===== src/rtl/lsu_pkg.sv =====
// Shared encodings for the data-memory load/store unit.
// Size codes and FSM state encoding.
package lsu_pkg;

  localparam logic [1:0] SZ_BYTE = 2'b00;
  localparam logic [1:0] SZ_HALF = 2'b01;
  localparam logic [1:0] SZ_WORD = 2'b10;

  typedef enum logic [1:0] {
    IDLE,
    RD,
    WR,
    RESP
  } state_e;

endpackage


===== src/rtl/dmem_lsu_if.sv =====
// Datapath request/response handshake plus DMEM port bundle.
// slave: LSU side; master: datapath + DMEM side.
interface dmem_lsu_if #(
  parameter int MEM_AW = 8
);
  logic              LSU_req_valid;
  logic              LSU_req_ready;
  logic              LSU_req_we;
  logic [1:0]        LSU_req_size;
  logic              LSU_req_unsigned;
  logic [31:0]       LSU_req_addr;
  logic [31:0]       LSU_req_wdata;
  logic              LSU_rsp_valid;
  logic [31:0]       LSU_rsp_rdata;
  logic              LSU_rsp_err;
  logic [MEM_AW-1:0] LSU_mem_address;
  logic [31:0]       LSU_mem_data_out;
  logic              LSU_mem_write;
  logic              LSU_mem_read;
  logic [31:0]       LSU_mem_data_in;

  modport slave (
    input  LSU_req_valid, LSU_req_we,
    input  LSU_req_size, LSU_req_unsigned,
    input  LSU_req_addr, LSU_req_wdata,
    input  LSU_mem_data_in,
    output LSU_req_ready,
    output LSU_rsp_valid, LSU_rsp_rdata,
    output LSU_rsp_err,
    output LSU_mem_address, LSU_mem_data_out,
    output LSU_mem_write, LSU_mem_read
  );

  modport master (
    output LSU_req_valid, LSU_req_we,
    output LSU_req_size, LSU_req_unsigned,
    output LSU_req_addr, LSU_req_wdata,
    output LSU_mem_data_in,
    input  LSU_req_ready,
    input  LSU_rsp_valid, LSU_rsp_rdata,
    input  LSU_rsp_err,
    input  LSU_mem_address, LSU_mem_data_out,
    input  LSU_mem_write, LSU_mem_read
  );
endinterface


===== src/rtl/lsu_lane_merge.sv =====
// Big-endian lane logic: store merge and load extract/extend.
// In: word, wdata, size, off, uns. Out: merged, rdata.
module lsu_lane_merge
  import lsu_pkg::*;
(
  input  logic [31:0] word_i,
  input  logic [31:0] wdata_i,
  input  logic [1:0]  size_i,
  input  logic [1:0]  off_i,
  input  logic        uns_i,
  output logic [31:0] merged_o,
  output logic [31:0] rdata_o
);

  logic [4:0]  bsh;
  logic [4:0]  hsh;
  logic [7:0]  byte_v;
  logic [15:0] half_v;

  // Offset 0 is the most significant lane.
  assign bsh    = {~off_i, 3'b000};
  assign hsh    = {~off_i[1], 4'b0000};
  assign byte_v = word_i[bsh +: 8];
  assign half_v = word_i[hsh +: 16];

  always_comb begin
    merged_o = wdata_i;
    rdata_o  = word_i;
    unique case (1'b1)
      size_i == SZ_BYTE: begin
        merged_o = (word_i & ~(32'h0000_00ff << bsh))
                 | ({24'h0, wdata_i[7:0]} << bsh);
        rdata_o  = uns_i ? {24'h0, byte_v}
                         : {{24{byte_v[7]}}, byte_v};
      end
      size_i == SZ_HALF: begin
        merged_o = (word_i & ~(32'h0000_ffff << hsh))
                 | ({16'h0, wdata_i[15:0]} << hsh);
        rdata_o  = uns_i ? {16'h0, half_v}
                         : {{16{half_v[15]}}, half_v};
      end
      default: begin
        merged_o = wdata_i;
        rdata_o  = word_i;
      end
    endcase
  end

endmodule


===== src/rtl/dmem_lsu.sv =====
// Load/store unit driving a word-wide DMEM; sub-word stores use RMW.
// Ports: LSU_clk, LSU_rst_n, bus (dmem_lsu_if.slave). Option: LSU_ALIGN_CHECK_EN.
module dmem_lsu
  import lsu_pkg::*;
#(
  parameter int MEM_AW    = 8,
  parameter int MEM_WORDS = 11
) (
  input logic       LSU_clk,
  input logic       LSU_rst_n,
  dmem_lsu_if.slave bus
);

  localparam logic [MEM_AW-1:0] LIM = MEM_AW'(MEM_WORDS);

  state_e            state_q, state_d;
  logic              we_q, we_d;
  logic              uns_q, uns_d;
  logic              err_q, err_d;
  logic [1:0]        size_q, size_d;
  logic [1:0]        off_q, off_d;
  logic [MEM_AW-1:0] idx_q, idx_d;
  logic [31:0]       wdata_q, wdata_d;
  logic [31:0]       word_q, word_d;

  logic        accept;
  logic        range_err;
  logic        misalign;
  logic        req_err;
  logic [31:0] merged;
  logic [31:0] ext;

  assign accept = bus.LSU_req_valid && (state_q == IDLE);

  // Any address bit above the DMEM window is also out of range.
  assign range_err =
    (bus.LSU_req_addr[31:MEM_AW+2] != '0) ||
    (bus.LSU_req_addr[MEM_AW+1:2] >= LIM);

`ifdef LSU_ALIGN_CHECK_EN
  assign misalign =
    ((bus.LSU_req_size == SZ_HALF) && bus.LSU_req_addr[0]) ||
    ((bus.LSU_req_size == SZ_WORD) &&
     (bus.LSU_req_addr[1:0] != 2'b00));
`else
  assign misalign = 1'b0;
`endif

  assign req_err = (bus.LSU_req_size == 2'b11) || range_err || misalign;

  always_comb begin
    state_d = state_q;
    we_d    = we_q;
    uns_d   = uns_q;
    err_d   = err_q;
    size_d  = size_q;
    off_d   = off_q;
    idx_d   = idx_q;
    wdata_d = wdata_q;
    word_d  = word_q;
    unique case (state_q)
      IDLE: begin
        if (accept) begin
          we_d    = bus.LSU_req_we;
          uns_d   = bus.LSU_req_unsigned;
          size_d  = bus.LSU_req_size;
          off_d   = bus.LSU_req_addr[1:0];
          idx_d   = bus.LSU_req_addr[MEM_AW+1:2];
          wdata_d = bus.LSU_req_wdata;
          err_d   = req_err;
          if (req_err)
            state_d = RESP;
          else if (bus.LSU_req_we && bus.LSU_req_size == SZ_WORD)
            state_d = WR;
          else
            state_d = RD;
        end
      end
      RD: begin
        word_d  = bus.LSU_mem_data_in;
        state_d = we_q ? WR : RESP;
      end
      WR:      state_d = RESP;
      RESP:    state_d = IDLE;
      default: state_d = IDLE;
    endcase
  end

  always_ff @(posedge LSU_clk or negedge LSU_rst_n) begin
    if (!LSU_rst_n) begin
      state_q <= IDLE;
      we_q    <= 1'b0;
      uns_q   <= 1'b0;
      err_q   <= 1'b0;
      size_q  <= 2'b00;
      off_q   <= 2'b00;
      idx_q   <= '0;
      wdata_q <= '0;
      word_q  <= '0;
    end else begin
      state_q <= state_d;
      we_q    <= we_d;
      uns_q   <= uns_d;
      err_q   <= err_d;
      size_q  <= size_d;
      off_q   <= off_d;
      idx_q   <= idx_d;
      wdata_q <= wdata_d;
      word_q  <= word_d;
    end
  end

  lsu_lane_merge u_lane (
    .word_i   (word_q),
    .wdata_i  (wdata_q),
    .size_i   (size_q),
    .off_i    (off_q),
    .uns_i    (uns_q),
    .merged_o (merged),
    .rdata_o  (ext)
  );

  assign bus.LSU_req_ready    = (state_q == IDLE);
  assign bus.LSU_rsp_valid    = (state_q == RESP);
  assign bus.LSU_rsp_err      = (state_q == RESP) && err_q;
  assign bus.LSU_rsp_rdata    =
    ((state_q == RESP) && !we_q && !err_q) ? ext : '0;
  assign bus.LSU_mem_read     = (state_q == RD);
  assign bus.LSU_mem_write    = (state_q == WR);
  assign bus.LSU_mem_address  = idx_q;
  assign bus.LSU_mem_data_out =
    (size_q == SZ_WORD) ? wdata_q : merged;

endmodule

===== src/flat_wrapper.sv =====
// flat-port wrapper written by rule: the top's interface ports become plain ports
module dmem_lsu_flat import lsu_pkg::*;
#(
  parameter int MEM_AW    = 8,
  parameter int MEM_WORDS = 11
)
  (LSU_clk, LSU_rst_n, bus_LSU_req_valid, bus_LSU_req_we, bus_LSU_req_size, bus_LSU_req_unsigned, bus_LSU_req_addr, bus_LSU_req_wdata, bus_LSU_mem_data_in, bus_LSU_req_ready, bus_LSU_rsp_valid, bus_LSU_rsp_rdata, bus_LSU_rsp_err, bus_LSU_mem_address, bus_LSU_mem_data_out, bus_LSU_mem_write, bus_LSU_mem_read);
  dmem_lsu_if #(.MEM_AW(MEM_AW)) bus_i ();
  input logic LSU_clk;
  input logic LSU_rst_n;
  input wire logic [$bits(bus_i.LSU_req_valid)-1:0] bus_LSU_req_valid;
  input wire logic [$bits(bus_i.LSU_req_we)-1:0] bus_LSU_req_we;
  input wire logic [$bits(bus_i.LSU_req_size)-1:0] bus_LSU_req_size;
  input wire logic [$bits(bus_i.LSU_req_unsigned)-1:0] bus_LSU_req_unsigned;
  input wire logic [$bits(bus_i.LSU_req_addr)-1:0] bus_LSU_req_addr;
  input wire logic [$bits(bus_i.LSU_req_wdata)-1:0] bus_LSU_req_wdata;
  input wire logic [$bits(bus_i.LSU_mem_data_in)-1:0] bus_LSU_mem_data_in;
  output wire logic [$bits(bus_i.LSU_req_ready)-1:0] bus_LSU_req_ready;
  output wire logic [$bits(bus_i.LSU_rsp_valid)-1:0] bus_LSU_rsp_valid;
  output wire logic [$bits(bus_i.LSU_rsp_rdata)-1:0] bus_LSU_rsp_rdata;
  output wire logic [$bits(bus_i.LSU_rsp_err)-1:0] bus_LSU_rsp_err;
  output wire logic [$bits(bus_i.LSU_mem_address)-1:0] bus_LSU_mem_address;
  output wire logic [$bits(bus_i.LSU_mem_data_out)-1:0] bus_LSU_mem_data_out;
  output wire logic [$bits(bus_i.LSU_mem_write)-1:0] bus_LSU_mem_write;
  output wire logic [$bits(bus_i.LSU_mem_read)-1:0] bus_LSU_mem_read;
  assign bus_i.LSU_req_valid = bus_LSU_req_valid;
  assign bus_i.LSU_req_we = bus_LSU_req_we;
  assign bus_i.LSU_req_size = bus_LSU_req_size;
  assign bus_i.LSU_req_unsigned = bus_LSU_req_unsigned;
  assign bus_i.LSU_req_addr = bus_LSU_req_addr;
  assign bus_i.LSU_req_wdata = bus_LSU_req_wdata;
  assign bus_i.LSU_mem_data_in = bus_LSU_mem_data_in;
  assign bus_LSU_req_ready = bus_i.LSU_req_ready;
  assign bus_LSU_rsp_valid = bus_i.LSU_rsp_valid;
  assign bus_LSU_rsp_rdata = bus_i.LSU_rsp_rdata;
  assign bus_LSU_rsp_err = bus_i.LSU_rsp_err;
  assign bus_LSU_mem_address = bus_i.LSU_mem_address;
  assign bus_LSU_mem_data_out = bus_i.LSU_mem_data_out;
  assign bus_LSU_mem_write = bus_i.LSU_mem_write;
  assign bus_LSU_mem_read = bus_i.LSU_mem_read;
  dmem_lsu #(.MEM_AW(MEM_AW), .MEM_WORDS(MEM_WORDS)) u_core (.LSU_clk(LSU_clk), .LSU_rst_n(LSU_rst_n), .bus(bus_i));
endmodule

===== config.mk =====
export PLATFORM = sky130hd
export DESIGN_NAME = dmem_lsu_flat
export DESIGN_NICKNAME = d
export VERILOG_FILES = /design/src/rtl/lsu_pkg.sv /design/src/rtl/dmem_lsu_if.sv /design/src/rtl/lsu_lane_merge.sv /design/src/rtl/dmem_lsu.sv /design/src/flat_wrapper.sv
export SDC_FILE = /design/constraint.sdc
export NUM_CORES = 1
export LEC_CHECK = 0
export CORE_MARGIN = 2
export CORE_UTILIZATION = 45
export DETAILED_ROUTE_END_ITERATION = 10
export PLACE_DENSITY = 0.82
export SLEW_MARGIN = 5
export SYNTH_ARGS = -nofsm -noshare
export SYNTH_HDL_FRONTEND = slang
export SYNTH_SLANG_ARGS = --single-unit

===== constraint.sdc =====
create_clock -name LSU_clk -period 4.4 [get_ports LSU_clk]
set_clock_uncertainty 0.1 [all_clocks]
set_input_delay 0.88 -clock LSU_clk [delete_from_list [all_inputs] [get_ports LSU_clk]]
set_output_delay 0.88 -clock LSU_clk [all_outputs]
set_load 0.01 [all_outputs]

==> run metrics, run 1 <==
WL final=14,400 um; CP startpoint=u_core.size_q[0]$_DFFE_PN0P_; Critical path destination=bus_LSU_rsp_rdata[3]; area leader, netlist=dfrtp_1; Top Layer Used=met4; port bufs=roughly 180; root buf cell=clkbuf_8; largest net degree at the start of global routing=82; power per cell area=between 700 and 800 nW/um^2; status=finished clean; mapped cell area=around 4600 um^2; Post-Route Utilization=0.679; Peak VDD IR=0.385 mV; Leak=2.85 nW; shortest period the worst path allows=between 3 and 4 ns; antenna cells=0; hold_buf cts=0; vias in the first global route=4,307; Hold WC Path Type=reg2reg; grt ovf=0; RePlAce Congestion=0.917; Slew HR=0.307; post-layout instance area=about 6700 um^2; Max-cap violations=0; Nets=716; post-synthesis cell type count=39; #FFs+latches synth=a little over 80; dpl ws=around 1.0 ns; FF-to-FF setup slack=approximately 2.2 ns; initial antenna violation count=0; Initial Utilization=0.464; CP endpoint kind=output pin; Routed WL per cell=approximately 19 um; predominant post-synthesis flop cell=dfrtp_1; met2 wire len=6840 um; RSZ-0062 raised after global routing=no; Peak Freq=around 260 MHz; Synth top area share=0.445; Final Hold Viols=0; Critical Path RT=about 3.4 ns; Die W=around 100 um; Clock transition at path regs=around 0.09 ns; DP HPWL=approximately 11,000 um; Die Area=approximately 11,000 um^2; drc violations=0; Max Transition Viols Final=0; post-cts sizing count=0; vias=~4,200; DRT Pass-1 Iters=5; worst-margin pin slew=~1.0 ns; CTS tree=yes; r2r endpoint=u_core.wdata_q[17]$_DFFE_PN0P_; Avg Cell Area, Syn=around 10 um^2; CP Data Arrival Time=slightly below 3 ns; path depth of the worst reg2reg path=5; Area Overhead vs Synth=46.4%; Synthesized Nets=550; Total GRT Usage=0.263; first-pass GRT wire length=between 20,000 and 25,000 um; TNS Setup=0 ns; layout cell share with drive strength beyond 1=0.182; clock buffer depth=2; setup ws final=slightly below 0.5 ns; post-route ant nets=0; fin crit share=0.889; # Post-CTS Setup Buffers=0; Pwr Total=about 0.0052 W; H-tree depth=3; Core ar.=9820 um^2; Metal-1 WL=roughly 6000 um; top cells by area in the synthesized netlist=dfrtp_1, mux2_2, nand2_1, o21ai_0, mux2i_1; clk sinks=81; share of synthesized flip-flops with an asynchronous set or reset=1.00; Detailed Route Iter0 Violations=332; vias per std cell=5.66; total CTS buffers=9; worst-path maximum fanout=16; final setup vio count=0; Startpoint Class=flip-flop; I/O pin cnt=180; Mapped Cells=~440; EDFF count, synth=0; sequential share of the synthesized area=0.445; Site Rows=36; worst skew pair latency=around 0.34 ns; Ys Warns=0; Hold Startpoint=u_core.bus.LSU_mem_address[2]$_DFFE_PN0P_; FF-to-FF Start=u_core.state_q[0]$_DFFE_PN0P_; DR WL met3=~1200 um; Crit Path Class=reg2out; Die Y=105 um; Area after DPL=6430 um^2
placed cells by master (no fill, tap or decap), types with 3 or more instances in the layout:
cell type	netlist	routed
dfrtp_1	81	80
inv_1	12	12
a21oi_1	3	3
a211oi_1	4	4
clkdlybuf4s50_1	0	178
o21ai_0	42	42
mux2_2	79	79
nor2_1	21	21
a221oi_1	7	7
buf_4	0	9
a22oi_1	16	16
nor4_1	6	6
a21o_1	16	16
ha_1	4	4
nor3_1	9	9
mux2i_1	15	15
nand2_1	59	58
o211ai_1	8	8
a2bb2oi_1	8	8
bufinv_16	0	3
clkbuf_8	0	9
layout make-up:
cell class	count	area, um^2
multi-input cells	318	2340
repair buffers	187	1850
inverters	12	45.0
well taps	133	166
clock buffers	10	128
flip-flops and latches	81	2030
fillers	800	3150
clock inverters	6	108
logic make-up after synthesis:
logic type	count (synthesis)	synth area share
compound gates	111	0.167
simple gates	108	0.104
mux	95	0.232
flops	81	0.445
buf+inv	44	0.0412
fa+ha+maj	4	0.0110
layer usage:
metal / GRT usage / vias to the layer above
li1: - / 1930
met1: 0.334 / 2056
met2: 0.430 / 206
met3: 0.0692 / 33
met4: 0.104 / 0
met5: 0 / -
how the worst min path moves through the flow:
| stage | depth (start not counted) | end | slack (ns) |
|---|---|---|---|
| after detailed placement | 1 | u_core.bus.LSU_mem_address[5]$_DFFE_PN0P_ | 0.39 |
| final | 1 | u_core.bus.LSU_mem_address[2]$_DFFE_PN0P_ | 0.41 |
| after CTS | 1 | u_core.wdata_q[20]$_DFFE_PN0P_ | 0.41 |
| after global routing | 1 | u_core.wdata_q[18]$_DFFE_PN0P_ | 0.43 |
| after global placement | 1 | u_core.bus.LSU_mem_address[7]$_DFFE_PN0P_ | 0.39 |
| after floorplan | 2 | u_core.err_q$_DFFE_PN0P_ | 0.36 |
cell usage after synthesis, types with 3 or more instances:
cell type   n
o211ai_1    8
a21oi_1     3
clkbuf_1   21
inv_1      12
nor4_1      6
a21o_1     16
dfrtp_1    81
a211oi_1    4
nor2_1     21
a22oi_1    16
mux2_2     79
o21ai_0    42
ha_1        4
buf_2       6
nand2_1    59
mux2i_1    15
buf_1       3
a221oi_1    7
a2bb2oi_1   8
nor3_1      9
metrics by stage:
step           hold WS (ns)  instances
2_1_floorplan         0.365        443
3_3_place_gp          0.387        731
3_5_place_dp          0.393        731
4_1_cts               0.411        747
5_1_grt               0.429        747
6_report              0.406        747
registers in the layout, indices dropped and copies added (netlist names):
signal                      flops
u_core.wdata_q                 32
u_core.word_q                  32
u_core.bus.LSU_mem_address      8
u_core.off_q                    2
u_core.size_q                   2
u_core.state_q                  2
u_core.err_q                    1
u_core.uns_q                    1
u_core.we_q                     1
report_power, final:
group	internal [W]	total, W	switching, W	leakage, nW
logic	0.00158	0.00291	0.00133	1.77
registers	0.00113	0.00163	0.000506	0.958
clock network	0.000375	0.000651	0.000275	0.116
total	0.00309	0.00520	0.00211	2.85
worst max-delay path, cell delays in order (launching register included):
cell and delay, ns:
dfrtp_1 0.56, nor2_1 0.59, a211oi_1 0.11, a2111oi_0 0.65, clkdlybuf4s50_1 0.67
No activity file was read; power rests on OpenSTA's default activity.
==> inputs of run 2 (changes only) <==
--- a/config.mk
+++ b/config.mk
@@ -9,6 +9,7 @@
 export CORE_UTILIZATION = 45
 export DETAILED_ROUTE_END_ITERATION = 10
 export PLACE_DENSITY = 0.82
+export SKIP_LAST_GASP = 1
 export SLEW_MARGIN = 5
 export SYNTH_ARGS = -nofsm -noshare
 export SYNTH_HDL_FRONTEND = slang
==> results of run 2 <==
No change in the layout: final DEF, timing and power equal those of run 1.
==> inputs of run 3 (changes only) <==
--- a/config.mk
+++ b/config.mk
@@ -6,9 +6,9 @@
 export NUM_CORES = 1
 export LEC_CHECK = 0
 export CORE_MARGIN = 2
-export CORE_UTILIZATION = 45
+export CORE_UTILIZATION = 37
 export DETAILED_ROUTE_END_ITERATION = 10
-export PLACE_DENSITY = 0.82
+export PLACE_DENSITY = 0.7
 export SKIP_LAST_GASP = 1
 export SLEW_MARGIN = 5
 export SYNTH_ARGS = -nofsm -noshare
==> run 3 against run 2 <==
  * Cell count up 1.6%
  * Power up 3.8%
  * Via count decreased by 0.59%
  * Die area increased by 21%
  * Count of clock-buffer cells in the layout grew 1
  * Critical endpoint is now bus_LSU_mem_data_out[15]
  * Largest cell class unchanged
  * Largest power group unchanged
==> run metrics, run 3 (same netlist as run 1, synthesis figures left out) <==
Routed WL per cell=19.7 um; drc violations=0; Die Y=roughly 110 um; Area Overhead vs Synth=48.7%; vias per std cell=about 5.5; total CTS buffers=9; Clock transition at path regs=roughly 0.06 ns; WL final=about 15,000 um; RSZ-0062 raised after global routing=no; Final Hold Viols=0; hold_buf cts=0; first-pass GRT wire length=~23,000 um; Critical Path RT=between 3 and 4 ns; root buf cell=clkbuf_16; worst-margin pin slew=roughly 1.2 ns; CTS tree=yes; worst hold stages=1; Detailed Route Iter0 Violations=322; worst skew pair latency=0.34 ns; TNS Setup=0 ns; commonest cells after routing, fill and taps aside=clkdlybuf4s50_1, dfrtp_1, mux2_2, nand2_1, o21ai_0; final setup vio count=0; shortest period the worst path allows=3.90 ns; Peak VDD IR=around 0.5 mV; Max Transition Viols Final=0; post-route ant nets=0; CP endpoint kind=output pin; initial antenna violation count=0; Site Rows=40; Leak=2.89 nW; # Post-CTS Setup Buffers=0; grt ovf=0; Nets=about 710; I/O pin cnt=180; Die W=around 110 um; post-cts sizing count=0; Storage cell area=roughly 2000 um^2; Hold WC Path Type=reg2reg; worst-path maximum fanout=16; Core ar.=roughly 12,000 um^2; clk sinks=81; vias in the first global route=around 4,200; CP Data Arrival Time=a little under 3 ns; vias=about 4,200; Initial Utilization=0.379; commonest non-fill, non-tap cell in the layout=clkdlybuf4s50_1; RePlAce Congestion=a little under 0.9; power per cell area=approximately 800 nW/um^2; port bufs=between 150 and 200; clock buffer depth=2; Max-cap violations=0; Startpoint Class=flip-flop; fin crit share=0.886; Fin Hold WS=slightly above 0.4 ns; DRT Pass-1 Iters=5; antenna cells=0; H-tree depth=3; Total GRT Usage=0.228; Filler cells=approximately 1,100; Die Area=around 13,000 um^2; path depth of the worst reg2reg path=4; Crit Path Class=reg2out; Peak Freq=~260 MHz; largest net degree at the start of global routing=82; Slew HR=0.206; DP HPWL=~11,000 um; multi-input logic area=around 2300 um^2; status=finished clean; layout cell share with drive strength beyond 1=0.181
[run 3: cell types whose count changed in the layout (fill, tap and decap cells not counted)]
cell       delta
buf_4         -2
bufinv_16     -1
clkbuf_1      -1
clkbuf_16     +9
clkbuf_8      -7
clkinv_2      -2
clkinv_4      +1
inv_6         +1
[run 3: cell type report]
| type | instances | area share |
|---|---|---|
| Multi-Input combinational cell | 318 | 0.346 |
| Sequential cell | 81 | 0.300 |
| Timing Repair Buffer | 185 | 0.271 |
| Clock buffer | 11 | 0.0373 |
| Tap cell | 147 | 0.0272 |
| Clock inverter | 5 | 0.0126 |
| Inverter | 12 | 0.00665 |
[run 3: report_power, final]
| group | internal [W] | total [W] | switching (W) |
|---|---|---|---|
| Sequential | 0.00113 | 0.00167 | 0.000538 |
| Combinational | 0.00158 | 0.00289 | 0.00131 |
| Clock | 0.000531 | 0.000838 | 0.000308 |
| Total | 0.00324 | 0.00540 | 0.00215 |
[run 3: layer usage]
metal	global-route usage	vias up	wire length [um]
met2	0.391	182	7400
met4	0.0490	0	184
li1	-	1930	-
met5	0	-	0
met1	0.284	2069	6150
met3	0.0691	19	1240
[run 3: final timing paths]
path | startpoint | endpoint | slack, ns
worst min-delay path | u_core.bus.LSU_mem_address[5]$_DFFE_PN0P_ | u_core.bus.LSU_mem_address[5]$_DFFE_PN0P_ | 0.41
max in group asynchronous | LSU_rst_n | u_core.size_q[1]$_DFFE_PN0P_ | 2.87
worst max-delay path | u_core.size_q[0]$_DFFE_PN0P_ | bus_LSU_mem_data_out[15] | 0.50
worst min register to register | u_core.bus.LSU_mem_address[5]$_DFFE_PN0P_ | u_core.bus.LSU_mem_address[5]$_DFFE_PN0P_ | 0.41
min in group asynchronous | LSU_rst_n | u_core.word_q[16]$_DFFE_PN0P_ | 0.62
worst max register to register | u_core.state_q[0]$_DFFE_PN0P_ | u_core.wdata_q[19]$_DFFE_PN0P_ | 2.10
[run 3: metrics by stage]
step	setup slack, ns	util	cell area [um^2]	std cells	power (W)
detailed placement	0.891	0.536	6430	743	0.00455
global route	0.312	0.564	6770	759	0.00574
CTS	0.515	0.564	6770	759	0.00543
global placement	0.897	0.536	6430	743	0.00450
floorplan	1.78	-	4550	443	0.00317
finish	0.504	0.564	6770	759	0.00540
[run 3: critical path: stages (launching register included)]
cell	delay, ns
dfrtp_1	0.57
nor2_1	0.65
and2_1	0.37
a22oi_1	0.12
o21ai_0	0.26
clkdlybuf4s50_1	0.60
